--- config.mk ---
export PLATFORM = sky130hd
export DESIGN_NAME = vga_timing_gen
export DESIGN_NICKNAME = d
export VERILOG_FILES = /design/src/rtl/vga_timing_gen.sv
export SDC_FILE = /design/constraint.sdc
export NUM_CORES = 1
export LEC_CHECK = 0
export CAP_MARGIN = 20
export CORE_UTILIZATION = 54
export CTS_CLUSTER_SIZE = 25
export DETAILED_ROUTE_END_ITERATION = 10
export PLACE_DENSITY = 0.82
export SLEW_MARGIN = 20
export SYNTH_ARGS = -nofsm -noshare
export SYNTH_HDL_FRONTEND = slang
export SYNTH_SLANG_ARGS = --single-unit
--- constraint.sdc ---
create_clock -name clk_i -period 2.6 [get_ports clk_i]
set_clock_uncertainty 0.2 [all_clocks]
set_input_delay 0.26 -clock clk_i [delete_from_list [all_inputs] [get_ports clk_i]]
set_output_delay 0.26 -clock clk_i [all_outputs]
set_load 0.01 [all_outputs]
--- src/rtl/vga_timing_gen.sv ---
// VGA raster timing generator: pixel/line counters, sync pulses, active window and strobes.
// Define VGA_TIMING_FRAME_CNT_EN to add the completed-frame counter port frame_cnt_o.
module vga_timing_gen #(
    parameter int unsigned H_ACTIVE = 640,
    parameter int unsigned H_FP     = 16,
    parameter int unsigned H_SYNC   = 96,
    parameter int unsigned H_BP     = 48,
    parameter int unsigned V_ACTIVE = 480,
    parameter int unsigned V_FP     = 10,
    parameter int unsigned V_SYNC   = 2,
    parameter int unsigned V_BP     = 33,
    parameter bit          HS_POL   = 1'b0,
    parameter bit          VS_POL   = 1'b0,
    parameter int unsigned CNT_W    = 11,
    parameter int unsigned FRAME_W  = 16
) (
    input  logic               clk_i,
    input  logic               rst_ni,
    input  logic               en_i,
    output logic [CNT_W-1:0]   hcount_o,
    output logic [CNT_W-1:0]   vcount_o,
    output logic               hsync_o,
    output logic               vsync_o,
    output logic               active_o,
    output logic               line_start_o,
`ifdef VGA_TIMING_FRAME_CNT_EN
    output logic               frame_start_o,
    output logic [FRAME_W-1:0] frame_cnt_o
`else
    output logic               frame_start_o
`endif
);

    localparam int unsigned H_TOTAL = H_ACTIVE + H_FP + H_SYNC + H_BP;
    localparam int unsigned V_TOTAL = V_ACTIVE + V_FP + V_SYNC + V_BP;

    if (CNT_W < 32 && H_TOTAL > (32'd1 << CNT_W)) begin : g_h_total_chk
        $error("vga_timing_gen: H_TOTAL does not fit in CNT_W bits");
    end
    if (CNT_W < 32 && V_TOTAL > (32'd1 << CNT_W)) begin : g_v_total_chk
        $error("vga_timing_gen: V_TOTAL does not fit in CNT_W bits");
    end

    localparam logic [CNT_W-1:0] H_LAST   = CNT_W'(H_TOTAL - 1);
    localparam logic [CNT_W-1:0] V_LAST   = CNT_W'(V_TOTAL - 1);
    localparam logic [CNT_W-1:0] H_ACT    = CNT_W'(H_ACTIVE);
    localparam logic [CNT_W-1:0] V_ACT    = CNT_W'(V_ACTIVE);
    localparam logic [CNT_W-1:0] HS_FIRST = CNT_W'(H_ACTIVE + H_FP);
    localparam logic [CNT_W-1:0] HS_LAST  = CNT_W'(H_ACTIVE + H_FP + H_SYNC - 1);
    localparam logic [CNT_W-1:0] VS_FIRST = CNT_W'(V_ACTIVE + V_FP);
    localparam logic [CNT_W-1:0] VS_LAST  = CNT_W'(V_ACTIVE + V_FP + V_SYNC - 1);

    logic [CNT_W-1:0] hcount_q, hcount_d;
    logic [CNT_W-1:0] vcount_q, vcount_d;
    logic             hsync_q, hsync_d;
    logic             vsync_q, vsync_d;
    logic             active_q, active_d;
    logic             line_start_q, line_start_d;
    logic             frame_start_q, frame_start_d;
    logic             h_wrap, v_wrap;

    assign h_wrap = (hcount_q == H_LAST);
    assign v_wrap = (vcount_q == V_LAST);

    // Decoded outputs are derived from the next counts so they line up with the counters.
    always_comb begin
        hcount_d      = hcount_q;
        vcount_d      = vcount_q;
        line_start_d  = line_start_q;
        frame_start_d = frame_start_q;
        if (en_i) begin
            hcount_d = h_wrap ? '0 : hcount_q + CNT_W'(1);
            if (h_wrap) begin
                vcount_d = v_wrap ? '0 : vcount_q + CNT_W'(1);
            end
            line_start_d  = (hcount_d == '0);
            frame_start_d = (hcount_d == '0) && (vcount_d == '0);
        end
        hsync_d  = ((hcount_d >= HS_FIRST) && (hcount_d <= HS_LAST)) ? HS_POL : ~HS_POL;
        vsync_d  = ((vcount_d >= VS_FIRST) && (vcount_d <= VS_LAST)) ? VS_POL : ~VS_POL;
        active_d = (hcount_d < H_ACT) && (vcount_d < V_ACT);
    end

    always_ff @(posedge clk_i or negedge rst_ni) begin
        if (!rst_ni) begin
            hcount_q      <= '0;
            vcount_q      <= '0;
            hsync_q       <= ~HS_POL;
            vsync_q       <= ~VS_POL;
            active_q      <= 1'b1;
            line_start_q  <= 1'b0;
            frame_start_q <= 1'b0;
        end else begin
            hcount_q      <= hcount_d;
            vcount_q      <= vcount_d;
            hsync_q       <= hsync_d;
            vsync_q       <= vsync_d;
            active_q      <= active_d;
            line_start_q  <= line_start_d;
            frame_start_q <= frame_start_d;
        end
    end

    assign hcount_o      = hcount_q;
    assign vcount_o      = vcount_q;
    assign hsync_o       = hsync_q;
    assign vsync_o       = vsync_q;
    assign active_o      = active_q;
    // Strobe registers hold while stalled; gating with en keeps them silent during the stall.
    assign line_start_o  = line_start_q & en_i;
    assign frame_start_o = frame_start_q & en_i;

`ifdef VGA_TIMING_FRAME_CNT_EN
    logic [FRAME_W-1:0] frame_cnt_q, frame_cnt_d;

    always_comb begin
        frame_cnt_d = frame_cnt_q;
        if (en_i && h_wrap && v_wrap) begin
            frame_cnt_d = frame_cnt_q + FRAME_W'(1);
        end
    end

    always_ff @(posedge clk_i or negedge rst_ni) begin
        if (!rst_ni) begin
            frame_cnt_q <= '0;
        end else begin
            frame_cnt_q <= frame_cnt_d;
        end
    end

    assign frame_cnt_o = frame_cnt_q;
`endif

endmodule

==> metrics.csv <==
stage;metric;value;unit
placement;place_ws;0.191;ns
synthesis;syn-cell-area;1930;µm²
critical_path;worst_ep_required_time;2.68;ns
grt;grt_pass1_vias;1583;
power;total_leakage_power;0.000940;µW
critical_path;cp_cell_sequence;ha_2, and4_4, nand3_4, or4_1, a22oi_1, nand4_1, a22oi_2;
final_layout;fillCellCount;292;
clocking;clk_pin_slew;0.17;ns
floorplanning;core;3390;µm²
sta;slew_violations;0;
sta;rsz0062_at_grt;false;
grt;grt_pass1_wl;7.57;mm
clocking;cts_max_level;1;
grt;grt_overflow;0;
floorplanning;die_y;61.8;µm
clocking;cts_tree;done;
clocking;cts_sinks;27;
synthesis;synth_edf_count;0;
clocking;cts_buffers;3;
routing;wirelength;4.49;mm
grt;antenna_found_initial;0;
critical_path;critPathMaxFanout;12;
synthesis;yosys-top-cells-area;dfrtp_1, nand4_1, xnor2_1, dfstp_2, nand3_1;
critical_path;crit_slowest_cell;or4_1;
placement;gp_congestion;0.898;
sta;period_minus_slack;2.42;ns
final_layout;final_cell_mix;clkdlybuf4s50_1, dfrtp_1, nand2_1;
floorplanning;io_pins;30;
synthesis;seq_area_frac_synth;35.2;%
synthesis;ys.flop_type;dfrtp_1;
synthesis;ys_ff_latch;27;
critical_path;critPathLaunchType;flop;
clocking;clkLatencyLatePin;0.35;ns
sta;fin_ws;0.177;ns
clocking;cts_setup_buffers;0;
outcome;status;complete, no violations;
run;drv_cap;0;
routing;remaining_drc_errors;0;
final_layout;final_common_cell;clkdlybuf4s50_1;
clocking;clock-root-buffer;clkbuf_4;
synthesis;avgSynthCellArea;9.14;µm²
sta;worst_slew_pin_slew;0.475;ns
routing;wl_per_cell;15.9;µm
power;worst_ir_drop_vdd;406;µV
placement;numPortBuffers;29;
power;total_power;1040;µW
placement;dpl.cell_count;279;
final_layout;nNetsFinal;244;
synthesis;netlist_instances;211;
grt;grt_max_degree;28;
critical_path;cp-end-kind;flop;
synthesis;synth_top_area_share;31.1;%
worst_hold_path;hp-class;primary input to asynchronous set/reset pin;
grt;grt_use_total;27.2;%
placement;dpl.hpwl;3.33;mm
sta;clock.fmax;413;MHz
synthesis;yosysUniqueCellTypes;53;
routing;antenna_left;0;
sta;slew-limit-headroom;67.8;%
sta;hold_viol_final;0;
sta;post-route-period-util;93.2;%
clocking;cts_buffer_depth;2;
floorplanning;die_w;61.8;µm
critical_path;cpPeakStageDelay;0.50;ns
floorplanning;rows;21;
critical_path;crit_type;flop to flop;
sta;setup_viol;0;
floorplanning;die-area;3810;µm²
routing;firstDrtPassIters;4;
synthesis;yosysWarnings;0;
final_layout;multi_input_comb_area;1100;µm²
routing;vias;1746;
floorplanning;start_util;56.9;%
sta;fin_tns_setup;0;ns
synthesis;async_flop_share;100;%
critical_path;worstPathArrival;2.50;ns
final_layout;area_delta_synth_final;17.7;%
power;pwr_density_cell;460;nW/µm²
routing;vias_per_cell;6.17;
synthesis;yosys.area.top_type;dfrtp_1;
final_layout;seqCellArea;679;µm²
synthesis;synth_nets;217;
final_layout;antennaDiodeCount;0;
final_layout;final_layout_size_suffix_gt1_share;13.5;%
final_layout;stdcell_count;283;
routing;drt_iter0_drc;163;
synthesized netlist by cell type (2+ instances only):
master,n
a211o_1,2
a21o_1,2
a21oi_1,6
and2_1,3
and3_1,6
and4_1,3
buf_2,4
buf_4,2
buf_6,6
clkbuf_1,6
dfrtp_1,24
dfstp_2,3
ha_1,3
inv_1,8
mux2i_1,2
nand2_1,18
nand3_1,14
nand4_1,16
nand4_2,2
nor2_1,8
nor3_1,8
o211ai_1,2
o21a_1,3
o21ai_0,9
o21ai_1,2
o31ai_1,5
or4_1,2
xnor2_1,10
xor2_1,8
cell families (layout without fill, tap and decap cells):
kind of cell    count (synthesis)  after routing  synth area share (%)
compound gates                 40             40                  14.1
flops                          27             27                  35.2
mux                             3              3                  1.62
buf+inv                        26             52                  8.05
xor+xnor                       18             18                  8.18
fa+ha+maj                       3              3                  1.95
simple gates                   94             94                  30.8
area by class of cell:
class / instances / share of cell area (%)
clock inverter: 1 / 0.386
clock buffer: 3 / 0.992
inverter: 8 / 1.32
timing repair buffer: 40 / 16.4
multi-input combinational: 158 / 48.4
sequential: 27 / 29.9
tap: 46 / 2.54
critical path, delay by kind of cell, from the launching register on:
| kind | cells | cell delay [ns] |
|---|---|---|
| simple gates | 4 | 1.11 |
| flops | 1 | 0.44 |
| fa+ha+maj | 1 | 0.25 |
| compound gates | 2 | 0.36 |
per-layer routing:
layer  up-vias  GRT usage (%)  share of wire (%)
li1        831              -                  -
met1       855           41.1                 48
met2        58           40.6                 46
met3         2           5.80                5.1
met4         0           5.08               0.58
met5         -              0                  0
state kept, by name, indices dropped and copies added (netlist names):
register,cells
hcount_o,11
frame_start_q,1
vsync_o,1
active_o,1
vcount_o,11
hsync_o,1
line_start_q,1
path summary, 6_finish.rpt:
path	start	end	slack [ns]	depth (start not counted)
min in group clk_i	line_start_q$_DFFE_PN0P_	line_start_q$_DFFE_PN0P_	0.34	2
max reg2reg	hcount_o[0]$_DFF_PN0_	frame_start_q$_DFFE_PN0P_	0.18	7
min reg2reg	line_start_q$_DFFE_PN0P_	line_start_q$_DFFE_PN0P_	0.34	2
min	rst_ni	hcount_o[5]$_DFF_PN0_	0.08	2
max	hcount_o[0]$_DFF_PN0_	frame_start_q$_DFFE_PN0P_	0.18	7
max in group asynchronous	rst_ni	vsync_o$_DFF_PN1_	1.82	2
stage by stage:
step / util [%] / cell area [µm²] / hold slack, ns
finish: 67.0 / 2270 / 0.0775
detailed placement: 65.9 / 2230 / 0.321
floorplan: - / 1930 / -0.236
global route: 67.0 / 2270 / 0.0761
global placement: 65.9 / 2230 / 0.303
CTS: 66.8 / 2260 / 0.0726
repair_timing:
action / in CTS / in global routing
endpoints found under the setup margin: 0 / 1
hold buffers: 0 / 0
gates resized for setup: 0 / 2
report_power, final:
| part | switching [µW] | internal, µW |
|---|---|---|
| clock network | 142 | 63.0 |
| logic | 163 | 155 |
| registers | 63.3 | 458 |
| total | 368 | 676 |
Note: power is estimated with default switching activity, not from simulation.
